## config.mk

```make
export PLATFORM = sky130hd
export DESIGN_NAME = trng_health_monitor
export DESIGN_NICKNAME = d
export VERILOG_FILES = /design/src/rtl/trng_health_monitor.sv
export SDC_FILE = /design/constraint.sdc
export NUM_CORES = 1
export LEC_CHECK = 0
export ABC_AREA = 1
export BUFFER_PORTS_ARGS = -buffer_cell sky130_fd_sc_hd__clkbuf_2
export CORE_MARGIN = 10
export CORE_UTILIZATION = 29
export DETAILED_ROUTE_END_ITERATION = 6
export PLACE_DENSITY = 0.43
export SYNTH_ARGS = -nofsm -noshare
export SYNTH_HDL_FRONTEND = slang
export SYNTH_SLANG_ARGS = --single-unit
```

## constraint.sdc

```tcl
create_clock -name clk -period 2.9 [get_ports clk]
set_input_delay 0.58 -clock clk [delete_from_list [all_inputs] [get_ports clk]]
set_output_delay 0.58 -clock clk [all_outputs]
set_load 0.01 [all_outputs]
```

## src/rtl/trng_health_monitor.sv

```systemverilog
// Online health monitor for the random byte stream: repetition count, adaptive
// proportion and per-window ones count, gated by a startup/run/fail state machine.
module trng_health_monitor #(
  parameter int RCT_CUTOFF = 4,
  parameter int APT_WINDOW = 64,
  parameter int APT_CUTOFF = 13,
  parameter int STARTUP_N  = 128,
  localparam int W = $clog2(APT_WINDOW * 8 + 1)
) (
  input  logic         clk,
  input  logic         rst_n,
  input  logic         en,
  input  logic         clear,
  input  logic         s_valid,
  input  logic [7:0]   s_data,
  output logic         healthy,
  output logic [1:0]   state,
  output logic         rct_fail,
  output logic         apt_fail,
  output logic         win_done,
  output logic [W-1:0] ones_last
);
  localparam int PW = (APT_WINDOW > 2) ? $clog2(APT_WINDOW) : 1;
  localparam int RW = $clog2(RCT_CUTOFF + 1);
  localparam int AW = $clog2(APT_WINDOW + 1);
  localparam int SW = $clog2(STARTUP_N + 1);

  typedef enum logic [1:0] {
    S_IDLE    = 2'd0,
    S_STARTUP = 2'd1,
    S_RUN     = 2'd2,
    S_FAIL    = 2'd3
  } state_t;

  state_t         state_q, state_d;
  logic           first_q, first_d;
  logic [7:0]     prev_q, prev_d;
  logic [RW-1:0]  rct_cnt_q, rct_cnt_d;
  logic [PW-1:0]  pos_q, pos_d;
  logic [7:0]     ref_q, ref_d;
  logic [AW-1:0]  apt_cnt_q, apt_cnt_d;
  logic [W-1:0]   acc_q, acc_d;
  logic [W-1:0]   ones_last_q, ones_last_d;
  logic [SW-1:0]  su_cnt_q, su_cnt_d;
  logic           rct_fail_q, rct_fail_d;
  logic           apt_fail_q, apt_fail_d;
  logic           win_done_q, win_done_d;
  logic           healthy_q, healthy_d;

  logic [RW-1:0]  rct_next;
  logic [AW-1:0]  apt_next;
  logic [W-1:0]   ones_sum;
  logic           rct_hit, apt_hit;

  function automatic logic [3:0] popcount8(input logic [7:0] b);
    logic [3:0] n;
    n = '0;
    for (int i = 0; i < 8; i++) n = n + {3'd0, b[i]};
    return n;
  endfunction

  always_comb begin
    state_d     = state_q;
    first_d     = first_q;
    prev_d      = prev_q;
    rct_cnt_d   = rct_cnt_q;
    pos_d       = pos_q;
    ref_d       = ref_q;
    apt_cnt_d   = apt_cnt_q;
    acc_d       = acc_q;
    ones_last_d = ones_last_q;
    su_cnt_d    = su_cnt_q;
    rct_fail_d  = rct_fail_q;
    apt_fail_d  = apt_fail_q;
    win_done_d  = 1'b0;
    rct_next    = '0;
    apt_next    = '0;
    ones_sum    = '0;
    rct_hit     = 1'b0;
    apt_hit     = 1'b0;

    // clear wins everywhere; dropping en restarts the monitor unless it is latched in FAIL
    if (clear || (state_q != S_FAIL && !en)) begin
      state_d    = S_IDLE;
      first_d    = 1'b1;
      prev_d     = '0;
      rct_cnt_d  = '0;
      pos_d      = '0;
      ref_d      = '0;
      apt_cnt_d  = '0;
      acc_d      = '0;
      su_cnt_d   = '0;
      rct_fail_d = 1'b0;
      apt_fail_d = 1'b0;
      if (clear) ones_last_d = '0;
    end else if (state_q == S_IDLE) begin
      state_d = S_STARTUP;
    end else if (state_q != S_FAIL && s_valid) begin
      if (first_q || s_data != prev_q) rct_next = RW'(1);
      else if (rct_cnt_q >= RW'(RCT_CUTOFF)) rct_next = rct_cnt_q;
      else rct_next = rct_cnt_q + RW'(1);
      first_d   = 1'b0;
      prev_d    = s_data;
      rct_cnt_d = rct_next;
      rct_hit   = (rct_next >= RW'(RCT_CUTOFF));

      if (pos_q == '0) begin
        ref_d    = s_data;
        apt_next = AW'(1);
      end else begin
        apt_next = apt_cnt_q + AW'(s_data == ref_q);
      end
      apt_cnt_d = apt_next;
      apt_hit   = (apt_next >= AW'(APT_CUTOFF));

      pos_d    = pos_q + PW'(1);
      ones_sum = acc_q + W'(popcount8(s_data));
      if (pos_q == PW'(APT_WINDOW - 1)) begin
        pos_d       = '0;
        ones_last_d = ones_sum;
        acc_d       = '0;
        win_done_d  = 1'b1;
      end else begin
        acc_d = ones_sum;
      end

      if (rct_hit || apt_hit) begin
        state_d    = S_FAIL;
        rct_fail_d = rct_fail_q | rct_hit;
        apt_fail_d = apt_fail_q | apt_hit;
      end else if (state_q == S_STARTUP) begin
        su_cnt_d = su_cnt_q + SW'(1);
        if (su_cnt_q + SW'(1) == SW'(STARTUP_N)) state_d = S_RUN;
      end
    end

    healthy_d = (state_d == S_RUN);
  end

  always_ff @(posedge clk or negedge rst_n) begin
    if (!rst_n) begin
      state_q     <= S_IDLE;
      first_q     <= 1'b1;
      prev_q      <= '0;
      rct_cnt_q   <= '0;
      pos_q       <= '0;
      ref_q       <= '0;
      apt_cnt_q   <= '0;
      acc_q       <= '0;
      ones_last_q <= '0;
      su_cnt_q    <= '0;
      rct_fail_q  <= 1'b0;
      apt_fail_q  <= 1'b0;
      win_done_q  <= 1'b0;
      healthy_q   <= 1'b0;
    end else begin
      state_q     <= state_d;
      first_q     <= first_d;
      prev_q      <= prev_d;
      rct_cnt_q   <= rct_cnt_d;
      pos_q       <= pos_d;
      ref_q       <= ref_d;
      apt_cnt_q   <= apt_cnt_d;
      acc_q       <= acc_d;
      ones_last_q <= ones_last_d;
      su_cnt_q    <= su_cnt_d;
      rct_fail_q  <= rct_fail_d;
      apt_fail_q  <= apt_fail_d;
      win_done_q  <= win_done_d;
      healthy_q   <= healthy_d;
    end
  end

  assign state     = state_q;
  assign healthy   = healthy_q;
  assign rct_fail  = rct_fail_q;
  assign apt_fail  = apt_fail_q;
  assign win_done  = win_done_q;
  assign ones_last = ones_last_q;
endmodule

```

* After elaboration in Yosys (flattened, before gate mapping) *
Cells that the tools add are included.

cells by class
  $add $sub $neg = 12
  magnitude comparators = 3
  equality and inequality tests = 10
  mux-type cells = 61
  bitwise logic cells = 2
  reduce and logical (&&, ||, !) cells = 18

operator list
  operator             count
  $mux 8               12
  $mux 10              9
  $mux 7               7
  $mux 3               8
  $mux 6               4
  $add 4x1->4          4
  $mux 1               15
  $mux 2               6
  $add 10x4->10        1
  $reduce_bool 2->1    5
  $add 8x1->8 const B  1
  $eq 8x8->1           1
  $eq 8x8->1 const B   1
  $ne 2x2->1 const B   4
  $ne 8x8->1           1
  $reduce_and 4->1     2
  $add 7x1->7          1
  $ge 7x4->1 const B   1
  $add 6x1->6 const B  1
  $eq 6x6->1 const B   1
  $ge 3x3->1 const B   2
  $logic_not 6->1      1
  $reduce_and 3->1     2
  $add 3x1->4          1
  other kinds (11)     15

word-level totals
  register bits after elaboration = 67
  input bits = 13
  word-level logic and storage cells = 120

* Longest topological paths before layout *
  depth after elaboration = 13
  gate-level depth with buffers = 17
  gate-level depth less buffers = 17

* Worst setup path before layout *
OpenSTA, ideal clock, no wires.

  path kind = input -> register
  from = input port s_data[0]
  to = register acc_q[8]
  library setup time = 126 ps
  arrival = 3,521 ps
  data required time = 2,774 ps
  setup slack = -747 ps
  stages = 14
  buffers on the path = 0
  cells stage by stage = fa_1 > inv_1 > fa_1 > fa_1 > fa_1 > fa_1 > nor2_1 > o21ai_0 > nand2_1 > nand4_1 > nor3_1 > nor3_1 > nand2_1 > o21ai_0

on the way
  longest elaborated chain between the ends = 12

RTL lines
  what                       RTL line  RTL
  from (decl)                15        input logic [7:0] s_data,
  $add 1x1->2                58        for (int i = 0; i < 8; i++) n = n + {3'd0, b[i]};
  $add 2x1->3                58
  $add 3x1->4                58
  $add 4x1->4 (4 in series)  58
  $add 10x4->10              117       ones_sum = acc_q + W'(popcount8(s_data));
  $mux 10                    118       if (pos_q == PW'(APT_WINDOW - 1)) begin
  $mux 10                    98        end else if (state_q != S_FAIL && s_valid) begin
  $mux 10                    96        end else if (state_q == S_IDLE) begin
  $mux 10                    83        if (clear || (state_q != S_FAIL && !en)) begin
  to (signal assigned)       149       acc_q <= '0;
  to (signal assigned)       164       acc_q <= acc_d;
  to (decl)                  42        logic [W-1:0] acc_q, acc_d;

Every way passes these cells. The select of a mux whose other input is x is not followed.
A chain may end at the register's enable or synchronous reset.

* Final worst setup path *
Ends and elaborated chain as after synthesis.

==> results.ini <==
[synthesis]
ys_seq_elements = 67
synth_top_area_share_pct = 43.4
synth_fa_ha_area_share_pct = 6.91
synth_largest_area_cell = dfrtp_1
synth_top_family_by_area = simple AND/OR/NAND/NOR gates
syn_avg_cell_area_um2 = 8.27
synth_cells = 460
synthTopCellsByCount = nand2_1, dfrtp_1, inv_1
synthSimpleGateAreaFrac_pct = 27.0
yosysSeqAreaShare_pct = 44.1
synth.cell_area_mm2 = 0.00380
yosys_warnings = 0
yosys_most_used_dff = dfrtp_1
synth_edf_count = 0
synth.distinct_cells = 44
synthXorXnorAreaFrac_pct = 1.15
async_reset_ff_share_pct = 100
synthTopCellsByArea = dfrtp_1, nand2_1, inv_1
synth_fp_nets = 491
synth_compound_area_share_pct = 12.6
yosys.cell_count.top_type = nand2_1
synth.area.mux_share_pct = 0

[global_route]
overflow = 0
antenna_found_initial = 0
grt_max_degree = 33
grt_pass1_vias = 3295
grt.total_usage_pct = 11.8
grt_first_pass_wirelength_um = 16800

[final_layout]
layout-drive-gt1-share_pct = 26.2
seq_area_mm2 = 0.00168
design_area_mm2 = 0.00481
final.fill_count = 1353
syn_to_final_growth_pct = 26.4
fin_cells = 706
multi_input_area_mm2 = 0.00187
postLayoutCoreUtil_pct = 37.8
final_nets = 560
n_antenna_cell = 0

[drt]
drt-total-wl_um = 9810
drtIter0Drc = 155
wl_per_cell_um = 13.9
ant_nets = 0
first_pass_iters = 5
drc = 0
via_count = 3254
avgViaCountPerCell = 4.61

[placed_design]
dpl-instance-area_mm2 = 0.00441
place_congestion = 0.823
portBuffers = 28
dp_hpwl_um = 7090
place_inst = 688

[clock_tree]
max-clock-path-buffers = 2
cts_tree = built
clockRootBuffer = clkbuf_16
clock-sinks = 67
clock_latency_ns = 0.35
cts_max_level = 3
postCtsHoldBufs = 0
numCtsBuffers = 9
clkTransAtPathRegs_ns = 0.06

[floorplan]
dieArea_mm2 = 0.0181
die_x_um = 135
die_h_um = 135
rows = 41
ios = 29
initial_core_util_pct = 29.9
coreArea_mm2 = 0.0127

[timing]
fmax_mhz = 288
finClkSkew_ns = 0.0104
finalWorstSetupSlack_ns = -0.577
finalCritPeriodShare_pct = 120
tightest_slew_ns = 0.602
rsz0062_at_grt = yes
setup_viol = 18
fin_crit_ns = 3.48
slew_violations = 0
hold_viol = 0
relSlewSlack_pct = 59.8

[setup_path]
critPathArrivalTime_ns = 3.71
slowest_stage = fa_1
critical_path.max_stage_delay_ns = 0.54
crit_chain = buf_8, fa_1, inv_1, fa_1, fa_1, fa_2, fa_2, nor2_2, o21ai_2, nand2_2, nand4_1, nor3_2, nor3_2, nand2_1, o21ai_1
worstPathRequired_ns = 3.13
cpMostUsedCell = fa_1
endpoint_kind = flip-flop
crit_family = adder cells
path_buf_inv = 2
path_max_fanout = 3
worstSetupStartpointType = primary input
crit_type = in -> reg

[power]
ir_drop_uv = 314
power.leakage_nw = 2.31
power_w = 0.00246
power.density_mw_per_mm2 = 512

[job]
drv_cap = 0

[run_status]
status = finished, violations left
violations = setup timing

[worst_hold_path]
hp-class = in -> async

## what timing repair did
action	CTS	global route
buffers inserted	0	2
gates cloned	0	0
setup endpoints to repair	18	26
pin swaps	5	7
gates resized for setup	4	16
## final cells by class
cell class,instances,share of cell area (%)
Sequential cell,67,34.9
Clock inverter,1,0.625
Clock buffer,15,5.99
Inverter,69,5.44
Multi-Input combinational cell,315,39.0
Timing Repair Buffer,67,9.55
Tap cell,172,4.48
## registers in the layout, indices dropped and copies added (netlist names)
register / cells
acc_q: 10
ones_last: 10
prev_q: 8
ref_q: 8
su_cnt_q: 8
apt_cnt_q: 7
pos_q: 6
rct_cnt_q: 3
state: 2
apt_fail: 1
first_q: 1
healthy: 1
rct_fail: 1
win_done: 1
## worst paths after layout
path                           start            to  slack (ns)  cells after the start
max in group asynchronous      rst_n       first_q        2.04                      2
setup / recovery           s_data[0]      acc_q[8]       -0.58                     15
hold / removal                 rst_n  ones_last[4]        0.22                      1
min in group clk             first_q       first_q        0.48                      2
setup reg to reg            acc_q[0]      acc_q[8]       -0.09                     13
hold reg to reg              first_q       first_q        0.48                      2
## through the flow
| step | setup TNS (ns) | hold WS (ns) | setup slack (ns) |
|---|---|---|---|
| 6_report | -6.32 | 0.220 | -0.577 |
| 5_1_grt | -8.73 | 0.262 | -0.728 |
| 4_1_cts | -6.47 | 0.241 | -0.603 |
| 3_5_place_dp | -15.62 | 0.468 | -0.983 |
| 3_3_place_gp | -15.21 | 0.458 | -0.942 |
| 2_1_floorplan | -7.05 | 0.284 | -0.638 |
## cell families (layout without fill, tap and decap cells)
| family | Yosys count | in the layout |
|---|---|---|
| flip-flops | 67 | 67 |
| XOR/XNOR | 5 | 5 |
| AND/OR/NAND/NOR | 214 | 214 |
| buffers and inverters | 78 | 152 |
| adder cells (fa/ha/maj) | 18 | 18 |
| AO/OA/AOI/OAI | 78 | 78 |
## cells in the final DEF (no fill, tap or decap), drive strengths merged, types with 4 or more instances in the layout
master	netlist	layout
nand3	29	29
o22ai	14	14
dfrtp	66	66
fa	5	5
ha	13	13
inv	69	69
nand2	125	125
clkbuf	2	41
nor3	8	8
o21bai	4	4
buf	7	41
o21ai	40	40
nor2	33	33
a21oi	10	10
nand4	11	11
## metal layers
layer  track usage, %  routed length, µm  up-vias
met1             14.5               4640     1537
met3             5.01                519       12
met4             3.45                107        0
met2             18.3               4540       58
li1                 -                  -     1647
met5                0                  0        -
## where the power goes
group	total, W	internal, W	switching [W]
clock network	0.00118	0.000760	0.000416
logic	0.000315	0.000130	0.000186
registers	0.000967	0.000955	0.0000122
Power figures use the tool's default switching activity.
